===== config.mk =====
export PLATFORM = sky130hd
export DESIGN_NAME = cobs_serial_rx
export DESIGN_NICKNAME = d
export VERILOG_FILES = /design/src/rtl/cobs_serial_rx.sv
export SDC_FILE = /design/constraint.sdc
export NUM_CORES = 1
export LEC_CHECK = 0
export ABC_AREA = 1
export BUFFER_PORTS_ARGS = -buffer_cell sky130_fd_sc_hd__clkbuf_2
export CAP_MARGIN = 20
export CORE_MARGIN = 8
export CORE_UTILIZATION = 35
export CTS_CLUSTER_SIZE = 24
export DETAILED_ROUTE_END_ITERATION = 7
export PLACE_DENSITY = 0.52
export RECOVER_POWER = 50
export REMOVE_ABC_BUFFERS = 1
export SETUP_SLACK_MARGIN = 0.4
export SYNTH_ARGS = -nofsm -noshare
export SYNTH_HDL_FRONTEND = slang
export SYNTH_SLANG_ARGS = --single-unit

===== constraint.sdc =====
create_clock -name clk -period 2.6 [get_ports clk]
set_input_delay 0.26 -clock clk [delete_from_list [all_inputs] [get_ports clk]]
set_output_delay 0.26 -clock clk [all_outputs]
set_load 0.05 [all_outputs]

===== src/rtl/cobs_serial_rx.sv =====
// rtl/cobs_serial_rx.sv - 8N1 UART receiver, raw-byte FIFO and streaming COBS decoder
// Optional frame-error pulse output enabled by `define COBS_RX_FRAME_ERR_EN.
module cobs_serial_rx #(
   parameter int CLKS_PER_BIT = 234,
   parameter int FIFO_DEPTH   = 4
) (
   input  logic       clk,
   input  logic       rst,
   input  logic       rxd,
   input  logic       busy,
   output logic       rx_flag,
   output logic [7:0] rx_data,
   output logic       o_flag,
   output logic [7:0] o_data,
   output logic       ovf
`ifdef COBS_RX_FRAME_ERR_EN
   ,
   output logic       frame_err
`endif
);
   localparam int CW = (CLKS_PER_BIT > 1) ? $clog2(CLKS_PER_BIT) : 1;
   localparam int AW = (FIFO_DEPTH > 1) ? $clog2(FIFO_DEPTH) : 1;
   localparam logic [CW-1:0] BIT_END  = CW'(CLKS_PER_BIT - 1);
   localparam logic [CW-1:0] HALF_END = CW'(CLKS_PER_BIT / 2 - 1);

   typedef enum logic [2:0] {U_IDLE, U_START, U_DATA, U_STOP, U_WAIT_HIGH} uart_state_t;
   typedef enum logic [1:0] {D_WAIT_CODE, D_DATA, D_BLOCK_END} dec_state_t;

   logic          rxd_meta_q, rxd_sync_q;
   uart_state_t   u_state_q, u_state_d;
   logic [CW-1:0] clk_cnt_q, clk_cnt_d;
   logic [2:0]    bit_idx_q, bit_idx_d;
   logic [7:0]    shift_q, shift_d;
   logic          rx_flag_q, rx_flag_d;
   logic [7:0]    rx_data_q, rx_data_d;
`ifdef COBS_RX_FRAME_ERR_EN
   logic          frame_err_q, frame_err_d;
`endif

   logic [7:0]    fifo_mem [FIFO_DEPTH];
   logic [AW:0]   wr_ptr_q, wr_ptr_d, rd_ptr_q, rd_ptr_d;
   logic          ovf_q, ovf_d;
   logic          fifo_full, fifo_empty, push, pop;
   logic [7:0]    pop_byte;

   dec_state_t    d_state_q, d_state_d;
   logic [7:0]    code_q, code_d, cnt_q, cnt_d;
   logic          o_flag_q, o_flag_d, o_flag_prev_q;
   logic [7:0]    o_data_q, o_data_d;
   logic          load_code;

   always_comb begin
      u_state_d = u_state_q;
      clk_cnt_d = clk_cnt_q + CW'(1);
      bit_idx_d = bit_idx_q;
      shift_d   = shift_q;
      rx_flag_d = 1'b0;
      rx_data_d = rx_data_q;
`ifdef COBS_RX_FRAME_ERR_EN
      frame_err_d = 1'b0;
`endif
      case (u_state_q)
         U_IDLE: begin
            clk_cnt_d = '0;
            if (!rxd_sync_q) u_state_d = U_START;
         end
         U_START: if (clk_cnt_q == HALF_END) begin
            clk_cnt_d = '0;
            bit_idx_d = '0;
            u_state_d = rxd_sync_q ? U_IDLE : U_DATA;
         end
         U_DATA: if (clk_cnt_q == BIT_END) begin
            clk_cnt_d = '0;
            shift_d   = {rxd_sync_q, shift_q[7:1]};
            if (bit_idx_q == 3'd7) u_state_d = U_STOP;
            else                   bit_idx_d = bit_idx_q + 3'd1;
         end
         U_STOP: if (clk_cnt_q == BIT_END) begin
            clk_cnt_d = '0;
            if (rxd_sync_q) begin
               rx_flag_d = 1'b1;
               rx_data_d = shift_q;
               u_state_d = U_IDLE;
            end else begin
`ifdef COBS_RX_FRAME_ERR_EN
               frame_err_d = 1'b1;
`endif
               u_state_d = U_WAIT_HIGH;
            end
         end
         U_WAIT_HIGH: begin
            clk_cnt_d = '0;
            if (rxd_sync_q) u_state_d = U_IDLE;
         end
         default: u_state_d = U_IDLE;
      endcase
   end

   // Pop gap guarantees a consumer raising busy one cycle after o_flag is honoured.
   always_comb begin
      fifo_empty = (wr_ptr_q == rd_ptr_q);
      fifo_full  = (wr_ptr_q[AW] != rd_ptr_q[AW]) && (wr_ptr_q[AW-1:0] == rd_ptr_q[AW-1:0]);
      pop        = !fifo_empty && !busy && !o_flag_q && !o_flag_prev_q;
      push       = rx_flag_q && (!fifo_full || pop);
      ovf_d      = rx_flag_q && fifo_full && !pop;
      pop_byte   = fifo_mem[rd_ptr_q[AW-1:0]];
      wr_ptr_d   = push ? wr_ptr_q + (AW+1)'(1) : wr_ptr_q;
      rd_ptr_d   = pop  ? rd_ptr_q + (AW+1)'(1) : rd_ptr_q;
   end

   always_comb begin
      d_state_d = d_state_q;
      code_d    = code_q;
      cnt_d     = cnt_q;
      o_flag_d  = 1'b0;
      o_data_d  = o_data_q;
      load_code = 1'b0;
      if (pop) begin
         if (pop_byte == 8'h00) begin
            d_state_d = D_WAIT_CODE;
         end else begin
            case (d_state_q)
               D_DATA: begin
                  o_flag_d = 1'b1;
                  o_data_d = pop_byte;
                  cnt_d    = cnt_q - 8'd1;
                  if (cnt_q == 8'd1) d_state_d = D_BLOCK_END;
               end
               D_BLOCK_END: begin
                  if (code_q != 8'hFF) begin
                     o_flag_d = 1'b1;
                     o_data_d = 8'h00;
                  end
                  load_code = 1'b1;
               end
               default: load_code = 1'b1;
            endcase
         end
      end
      if (load_code) begin
         code_d    = pop_byte;
         cnt_d     = pop_byte - 8'd1;
         d_state_d = (pop_byte == 8'd1) ? D_BLOCK_END : D_DATA;
      end
   end

   always_ff @(posedge clk) begin
      if (push) fifo_mem[wr_ptr_q[AW-1:0]] <= rx_data_q;
   end

   always_ff @(posedge clk or negedge rst) begin
      if (!rst) begin
         rxd_meta_q    <= 1'b1;
         rxd_sync_q    <= 1'b1;
         u_state_q     <= U_IDLE;
         clk_cnt_q     <= '0;
         bit_idx_q     <= '0;
         shift_q       <= '0;
         rx_flag_q     <= 1'b0;
         rx_data_q     <= '0;
`ifdef COBS_RX_FRAME_ERR_EN
         frame_err_q   <= 1'b0;
`endif
         wr_ptr_q      <= '0;
         rd_ptr_q      <= '0;
         ovf_q         <= 1'b0;
         d_state_q     <= D_WAIT_CODE;
         code_q        <= '0;
         cnt_q         <= '0;
         o_flag_q      <= 1'b0;
         o_flag_prev_q <= 1'b0;
         o_data_q      <= '0;
      end else begin
         rxd_meta_q    <= rxd;
         rxd_sync_q    <= rxd_meta_q;
         u_state_q     <= u_state_d;
         clk_cnt_q     <= clk_cnt_d;
         bit_idx_q     <= bit_idx_d;
         shift_q       <= shift_d;
         rx_flag_q     <= rx_flag_d;
         rx_data_q     <= rx_data_d;
`ifdef COBS_RX_FRAME_ERR_EN
         frame_err_q   <= frame_err_d;
`endif
         wr_ptr_q      <= wr_ptr_d;
         rd_ptr_q      <= rd_ptr_d;
         ovf_q         <= ovf_d;
         d_state_q     <= d_state_d;
         code_q        <= code_d;
         cnt_q         <= cnt_d;
         o_flag_q      <= o_flag_d;
         o_flag_prev_q <= o_flag_q;
         o_data_q      <= o_data_d;
      end
   end

   assign rx_flag = rx_flag_q;
   assign rx_data = rx_data_q;
   assign o_flag  = o_flag_q;
   assign o_data  = o_data_q;
   assign ovf     = ovf_q;
`ifdef COBS_RX_FRAME_ERR_EN
   assign frame_err = frame_err_q;
`endif
endmodule


==> results of run 1 <==
==> power breakdown <==
| group | total, mW | switching, mW | internal (mW) |
|---|---|---|---|
| clock | 1.25 | 0.588 | 0.659 |
| combinational | 0.0299 | 0.0238 | 0.00611 |
| sequential | 1.62 | 0.000861 | 1.62 |
| total | 2.90 | 0.612 | 2.28 |
==> path summary, 6_finish.rpt <==
| path | depth (start not counted) | slack, ns | from | end |
|---|---|---|---|---|
| max in group asynchronous | 3 | 0.75 | rst | rxd_sync_q |
| hold reg to reg | 0 | 0.36 | rxd_meta_q | rxd_sync_q |
| setup / recovery | 13 | 0.45 | rd_ptr_q[0] | cnt_q[4] |
| setup reg to reg | 13 | 0.45 | rd_ptr_q[0] | cnt_q[4] |
| hold / removal | 4 | 0.35 | busy | rd_ptr_q[0] |
| min in group asynchronous | 2 | 0.77 | rst | cnt_q[1] |
==> cell usage after synthesis <==
library cell	n	area [um^2]
xor2_1	6	52.6
buf_2	1	5.00
o211ai_1	7	52.6
nor3_1	4	20.0
nor2_1	41	154
nand3_2	1	10.0
ha_1	16	200
edfxtp_1	32	961
o31ai_1	1	7.51
a21oi_1	8	40.0
xnor2_1	10	87.6
nand4_1	4	25.0
nand2_1	133	499
nand2_2	9	56.3
nor2_4	1	11.3
nor2_2	2	12.5
nand3_1	34	170
nor3_4	1	16.3
nand2_4	2	22.5
inv_2	3	11.3
o21ai_2	2	17.5
clkbuf_1	3	11.3
o21ai_1	16	80.1
inv_6	1	8.76
inv_1	55	206
a31oi_1	2	12.5
o21ai_0	24	120
buf_4	3	22.5
or2_2	4	25.0
or2_1	1	6.26
buf_6	4	45.0
dfrtp_1	66	1650
o21a_1	1	7.51
clkinv_2	1	5.00
dfstp_2	2	52.6
o21bai_1	1	7.51
==> area by class of cell <==
| class | instances | area, um^2 |
|---|---|---|
| clock buffer | 10 | 229 |
| tap | 176 | 220 |
| clock inverter | 6 | 47.5 |
| inverter | 60 | 231 |
| multi-input combinational | 331 | 1740 |
| timing repair buffer | 41 | 273 |
| sequential | 100 | 2670 |
| fill | 1303 | 7780 |
==> through the flow <==
stage               util [%]  setup WS (ns)
global placement        38.0          0.306
finish                  41.0          0.446
CTS                     40.5          0.393
detailed placement      38.0          0.160
floorplan                  -          0.289
global route            41.0          0.293
==> critical path: stages (launching register included) <==
cell and delay [ns]:
dfrtp_1 0.49, clkinv_4 0.12, o211ai_1 0.18, nand2_1 0.14, inv_2 0.10, ha_2 0.20, inv_2 0.06, nor2_4 0.14
nand2_4 0.10, nand2_8 0.11, buf_4 0.17, a21oi_1 0.05, o21ai_0 0.10, nand2_1 0.07
==> kinds of logic after synthesis <==
kind of cell,count (synthesis),synth area share (%)
AND/OR/NAND/NOR,237,21.9
flip-flops,100,56.8
buffers and inverters,71,6.72
AO/OA/AOI/OAI,62,7.36
XOR/XNOR,16,2.98
adder cells (fa/ha/maj),16,4.26
==> timing repair <==
item / CTS / global route
hold buffers: 2 / 0
gates resized for setup: 4 / 6
gates cloned: 0 / 1
pin swaps: 1 / 3
setup endpoints to repair: 17 / 21
endpoints found under the hold margin: 24 / 0
buffers inserted: 1 / 6
==> sequential cells by signal, summed over array words and instances (netlist names) <==
| name | count |
|---|---|
| bit_idx_q | 3 |
| clk_cnt_q | 8 |
| cnt_q | 8 |
| code_q | 8 |
| d_state_q | 2 |
| fifo_mem | 32 |
| o_data | 8 |
| o_flag | 1 |
| o_flag_prev_q | 1 |
| ovf | 1 |
| rd_ptr_q | 3 |
| rx_data | 8 |
| rx_flag | 1 |
| rxd_meta_q | 1 |
| rxd_sync_q | 1 |
| shift_q | 8 |
| u_state_q | 3 |
| wr_ptr_q | 3 |
==> layer usage <==
layer	track usage, %	part of all wire (%)	vias up
met3	2.21	2.5	15
met5	0	0	-
li1	-	-	1695
met1	14.5	49	1563
met2	17.5	46	47
met4	5.55	2.1	0
==> summary.txt, run 1 <==
Outcome
  – Status: finished clean

STA
  – Tmin final: 2.15 ns
  – Worst Max-Slew Pin Slew: 1.42 ns
  – Final Hold Vio Count: 0
  – Max Clk Rate: 464 MHz
  – Worst-case clock skew: 0.00523 ns
  – # setup viols final: 0
  – Final period util: 82.8%
  – RSZ-0062 raised after global routing: false
  – Setup_tns: 0 ns
  – Hold WS: 0.352 ns
  – Final slew viol count: 0
  – Worst slew margin: 5.38%

Placement
  – PortBufs: 22
  – Placed Cells: 698
  – GPL Wtd Cong: 0.787
  – HPWL Detailed: 6720 um
  – Placed cell area: 5010 um^2

Finish
  – Most frequent cells in the layout: nand2_1 (133), dfrtp_1 (66), inv_1 (53)
  – Finished Cell Area: 5410 um^2
  – Most common cell after layout, fill and taps aside: nand2_1
  – P&R area growth vs syn: 15.2%
  – Post-layout nets: 563
  – Share of cells above drive strength 1: 13.5%
  – Layout Cells excl Fill: 724
  – Antenna cells: 0

Routing
  – DR DRC count: 0
  – Initial DRT Pass Iterations: 4
  – Via density: 4.59
  – Wire per inst: 12.6 um
  – Initial drt markers: 188
  – Via count: 3320
  – Detail Route Antenna Nets: 0
  – Drt total wl: 9160 um

Worst setup path
  – CP Class: reg2reg
  – Arrival time worst endpoint: 2.38 ns
  – CP Capture Type: register
  – Crit-path max FO: 9
  – CP Data Required Time: 2.83 ns
  – Startpoint Class: register

Clock network
  – Clk root buf: clkbuf_16
  – H-tree levels: 3
  – CTS Buffer Depth: 2
  – TritonCTS sink count: 100
  – Total CTS buffers: 9
  – Clk_lat worst skew: 0.34 ns
  – CTS tree: done
  – Clk slew on worst S/H paths: 0.07 ns

Floorplanning
  – I/O pin count: 23
  – Die W: 132 um
  – Die H: 132 um
  – Die Area: 17400 um^2
  – Core area: 13200 um^2
  – Initial core utilization: 35.6%
  – Site Rows: 42

Global route
  – Initial antenna violation count: 0
  – Vias in the first global route: 3186
  – First-pass GRT wire length: 15800 um
  – Total global routing overflow: 0
  – Largest net degree at the start of global routing: 26
  – Total track usage: 11.2%

Logic synthesis
  – Mean Syn Cell Area: 9.35 um^2
  – Synthesized instance count: 502
  – Warnings, synthesis: 0
  – Seq/Total Area, Yosys: 56.8%
  – Seq cells post-synth: 100
  – Unique masters post-synth: 36
  – Post-synthesis instance area: 4690 um^2

Power and ir drop
  – Design Power: 2.90 mW
  – PD cells: 535 nW/um^2
  – Leakage dissipation: 2.52 nW
  – Worst VDD drop: 292 uV

Worst hold path
  – Worst hold path class: in2reg

Job
  – Maxcap violations: 0
No activity file was read; power rests on OpenSTA's default activity.
==> run 2: changes to the inputs <==
--- a/config.mk
+++ b/config.mk
@@ -12,7 +12,7 @@
 export CORE_UTILIZATION = 35
 export CTS_CLUSTER_SIZE = 24
 export DETAILED_ROUTE_END_ITERATION = 7
-export PLACE_DENSITY = 0.52
+export PLACE_DENSITY = 0.54
 export RECOVER_POWER = 50
 export REMOVE_ABC_BUFFERS = 1
 export SETUP_SLACK_MARGIN = 0.4
==> constraint.sdc (replaced) <==
create_clock -name clk -period 1.9 [get_ports clk]
set_input_delay 0.19 -clock clk [delete_from_list [all_inputs] [get_ports clk]]
set_output_delay 0.19 -clock clk [all_outputs]
set_load 0.05 [all_outputs]
==> run 2 against run 1 <==
Against the previous run:
- the flow now finishes with violations (negative setup slack)
- clock skew rose by 0.0038 ns
- first-iteration DRC count is 20% higher
- hold slack lost 0.059 ns
- count of clock-buffer cells in the layout is the same
- non-clock buffer count is 49 higher
- global-route usage up 0.75 points
- sequential share of layout area is 7.5 points lower
- wire length is 14% higher
- setup slack got worse by 0.45 ns
==> summary.txt, run 2 (synthesis gave the netlist of run 1 again) <==
STA
  – Setup WS post-layout: -0.00589 ns
  – Hold WS: 0.293 ns
  – Max Clk Rate: 525 MHz
  – Worst-case clock skew: 0.00903 ns
  – # setup viols final: 3
  – Worst Max-Slew Pin Slew: 0.979 ns
  – Tmin final: 1.91 ns
  – Final Hold Vio Count: 0
  – Final period util: 100%
  – RSZ-0062 raised after global routing: true
  – Worst slew margin: 34.7%
  – Final slew viol count: 0

Worst setup path
  – CP Data Required Time: 2.13 ns
  – Worst Path Buf+Inv: 5
  – CP delay by family, top: buffers and inverters
  – CP Class: reg2reg
  – CP Cell Sequence: clkinv_4, o211ai_1, nand2_1, inv_2, ha_4, inv_4, nor2_4, nand2_4, buf_4, nand3_4, clkbuf_16, o21ai_1
  – Max incr delay on CP: 0.45 ns
  – Worst path slowest cell: dfrtp_2
  – Startpoint Class: register
  – Arrival time worst endpoint: 2.13 ns
  – Crit-path max FO: 7
  – CP Capture Type: register

Clock network
  – Clk_lat worst skew: 0.35 ns
  – Clk slew on worst S/H paths: 0.07 ns
  – CTS tree: done
  – H-tree levels: 3
  – CTS Buffer Depth: 2
  – Total CTS buffers: 9
  – TritonCTS sink count: 100
  – Clk root buf: clkbuf_16

Placement
  – PortBufs: 22
  – GPL Wtd Cong: 0.817
  – HPWL Detailed: 6660 um
  – Place WS: -0.0768 ns

Power and ir drop
  – PD cells: 628 nW/um^2
  – Net Sw Power: 0.876 mW
  – Clock Power Share: 43.7%
  – Int Pwr: 3.14 mW
  – Leakage dissipation: 2.93 nW
  – Worst VDD drop: 699 uV
  – Combinational group share of total power: 1.0%
  – Sequential power share: 55.3%
  – Net Sw Frac: 21.8%

Finish
  – P&R area growth vs syn: 36.1%
  – Share of cells above drive strength 1: 37.7%
  – Most frequent cells in the layout: nand2_1 (104), dfrtp_1 (64), inv_1 (44)
  – Post-layout nets: 612
  – Antenna cells: 0
  – Number of flip-flops in the largest register: 32
  – Most common cell after layout, fill and taps aside: nand2_1

Outcome
  – Failing checks: negative setup slack
  – Status: finished, violations left

Floorplanning
  – Die Area: 17400 um^2
  – Die W: 132 um
  – Die H: 132 um
  – Site Rows: 42
  – I/O pin count: 23
  – Core area: 13200 um^2
  – Initial core utilization: 35.6%

Routing
  – Detail Route Antenna Nets: 0
  – Drt total wl: 10400 um
  – Initial drt markers: 226
  – Initial DRT Pass Iterations: 4
  – Via count: 3571
  – Via density: 4.62
  – DR DRC count: 0
  – Wire per inst: 13.5 um

Worst hold path
  – Worst hold path class: in2reg

Global route
  – Initial antenna violation count: 0
  – Total track usage: 11.9%
  – Vias in the first global route: 3543
  – First-pass GRT wire length: 16900 um
  – Largest net degree at the start of global routing: 69
  – Total global routing overflow: 0

Job
  – Maxcap violations: 0
## run 2: cell types whose count changed in the layout (fill, tap and decap cells not counted), sizes merged
cell	before	now
buf	16	65
clkinv	4	5
clkinvlp	1	0
## run 2: per-layer routing
layer | wire length (um) | GRT usage [%]
met5 | 0 | 0
met4 | 127 | 3.64
met3 | 250 | 2.86
met2 | 5430 | 20.7
met1 | 4640 | 14.4
## run 2: worst paths after layout
| path | startpoint | end | slack (ns) | cells past startpoint |
|---|---|---|---|---|
| setup / recovery | rd_ptr_q[0] | code_q[6] | -0.006 | 12 |
| hold / removal | busy | rd_ptr_q[0] | 0.29 | 5 |
| setup reg to reg | rd_ptr_q[0] | code_q[6] | -0.006 | 12 |
| hold reg to reg | rxd_meta_q | rxd_sync_q | 0.36 | 0 |
| max in group asynchronous | rst | clk_cnt_q[0] | 0.57 | 3 |
| min in group asynchronous | rst | o_flag | 0.62 | 3 |
## run 2: power groups by stage
| stage | logic [mW] | clock network (mW) | registers [mW] |
|---|---|---|---|
| 6_report | 0.0419 | 1.75 | 2.22 |
| 5_1_grt | 0.0510 | 1.89 | 2.22 |
| 4_1_cts | 0.0472 | 1.82 | 2.21 |
| 3_5_place_dp | 0.0427 | 0 | 2.26 |
| 3_3_place_gp | 0.0423 | 0 | 2.26 |
| 2_1_floorplan | 0.00274 | 0 | 2.26 |
## run 2: per-stage QoR
stage | std cells | setup TNS (ns) | power, mW | utilization, % | cell area (um^2)
after floorplan | 491 | -7.60 | 2.26 | - | 4610
after global placement | 726 | -0.0132 | 2.30 | 39.9 | 5270
after detailed placement | 726 | -0.956 | 2.30 | 39.9 | 5270
after CTS | 758 | 0 | 4.08 | 44.8 | 5910
after global routing | 773 | -2.15 | 4.16 | 48.5 | 6390
final | 773 | -0.0120 | 4.01 | 48.5 | 6390
## run 2: layout make-up
| cell class | instances | area (um^2) |
|---|---|---|
| fillers | 1185 | 6800 |
| flip-flops and latches | 100 | 2670 |
| multi-input cells | 331 | 2200 |
| repair buffers | 90 | 772 |
| inverters | 60 | 250 |
| clock buffers | 10 | 229 |
| well taps | 176 | 220 |
| clock inverters | 6 | 51.3 |
## run 2: tightest hold or removal path, delay by kind of cell
kind / cells / cell delay, ns
buffers and inverters: 2 / 0.22
AND/OR/NAND/NOR: 2 / 0.13
XOR/XNOR: 1 / 0.06
## run 2: timing repair
item,in CTS,in global routing
pin swaps,14,27
resized for setup,61,118
hold buffers,2,0
setup endpoints to repair,84,94
setup buffers,13,13
endpoints found under the hold margin,67,0
cloned,1,2
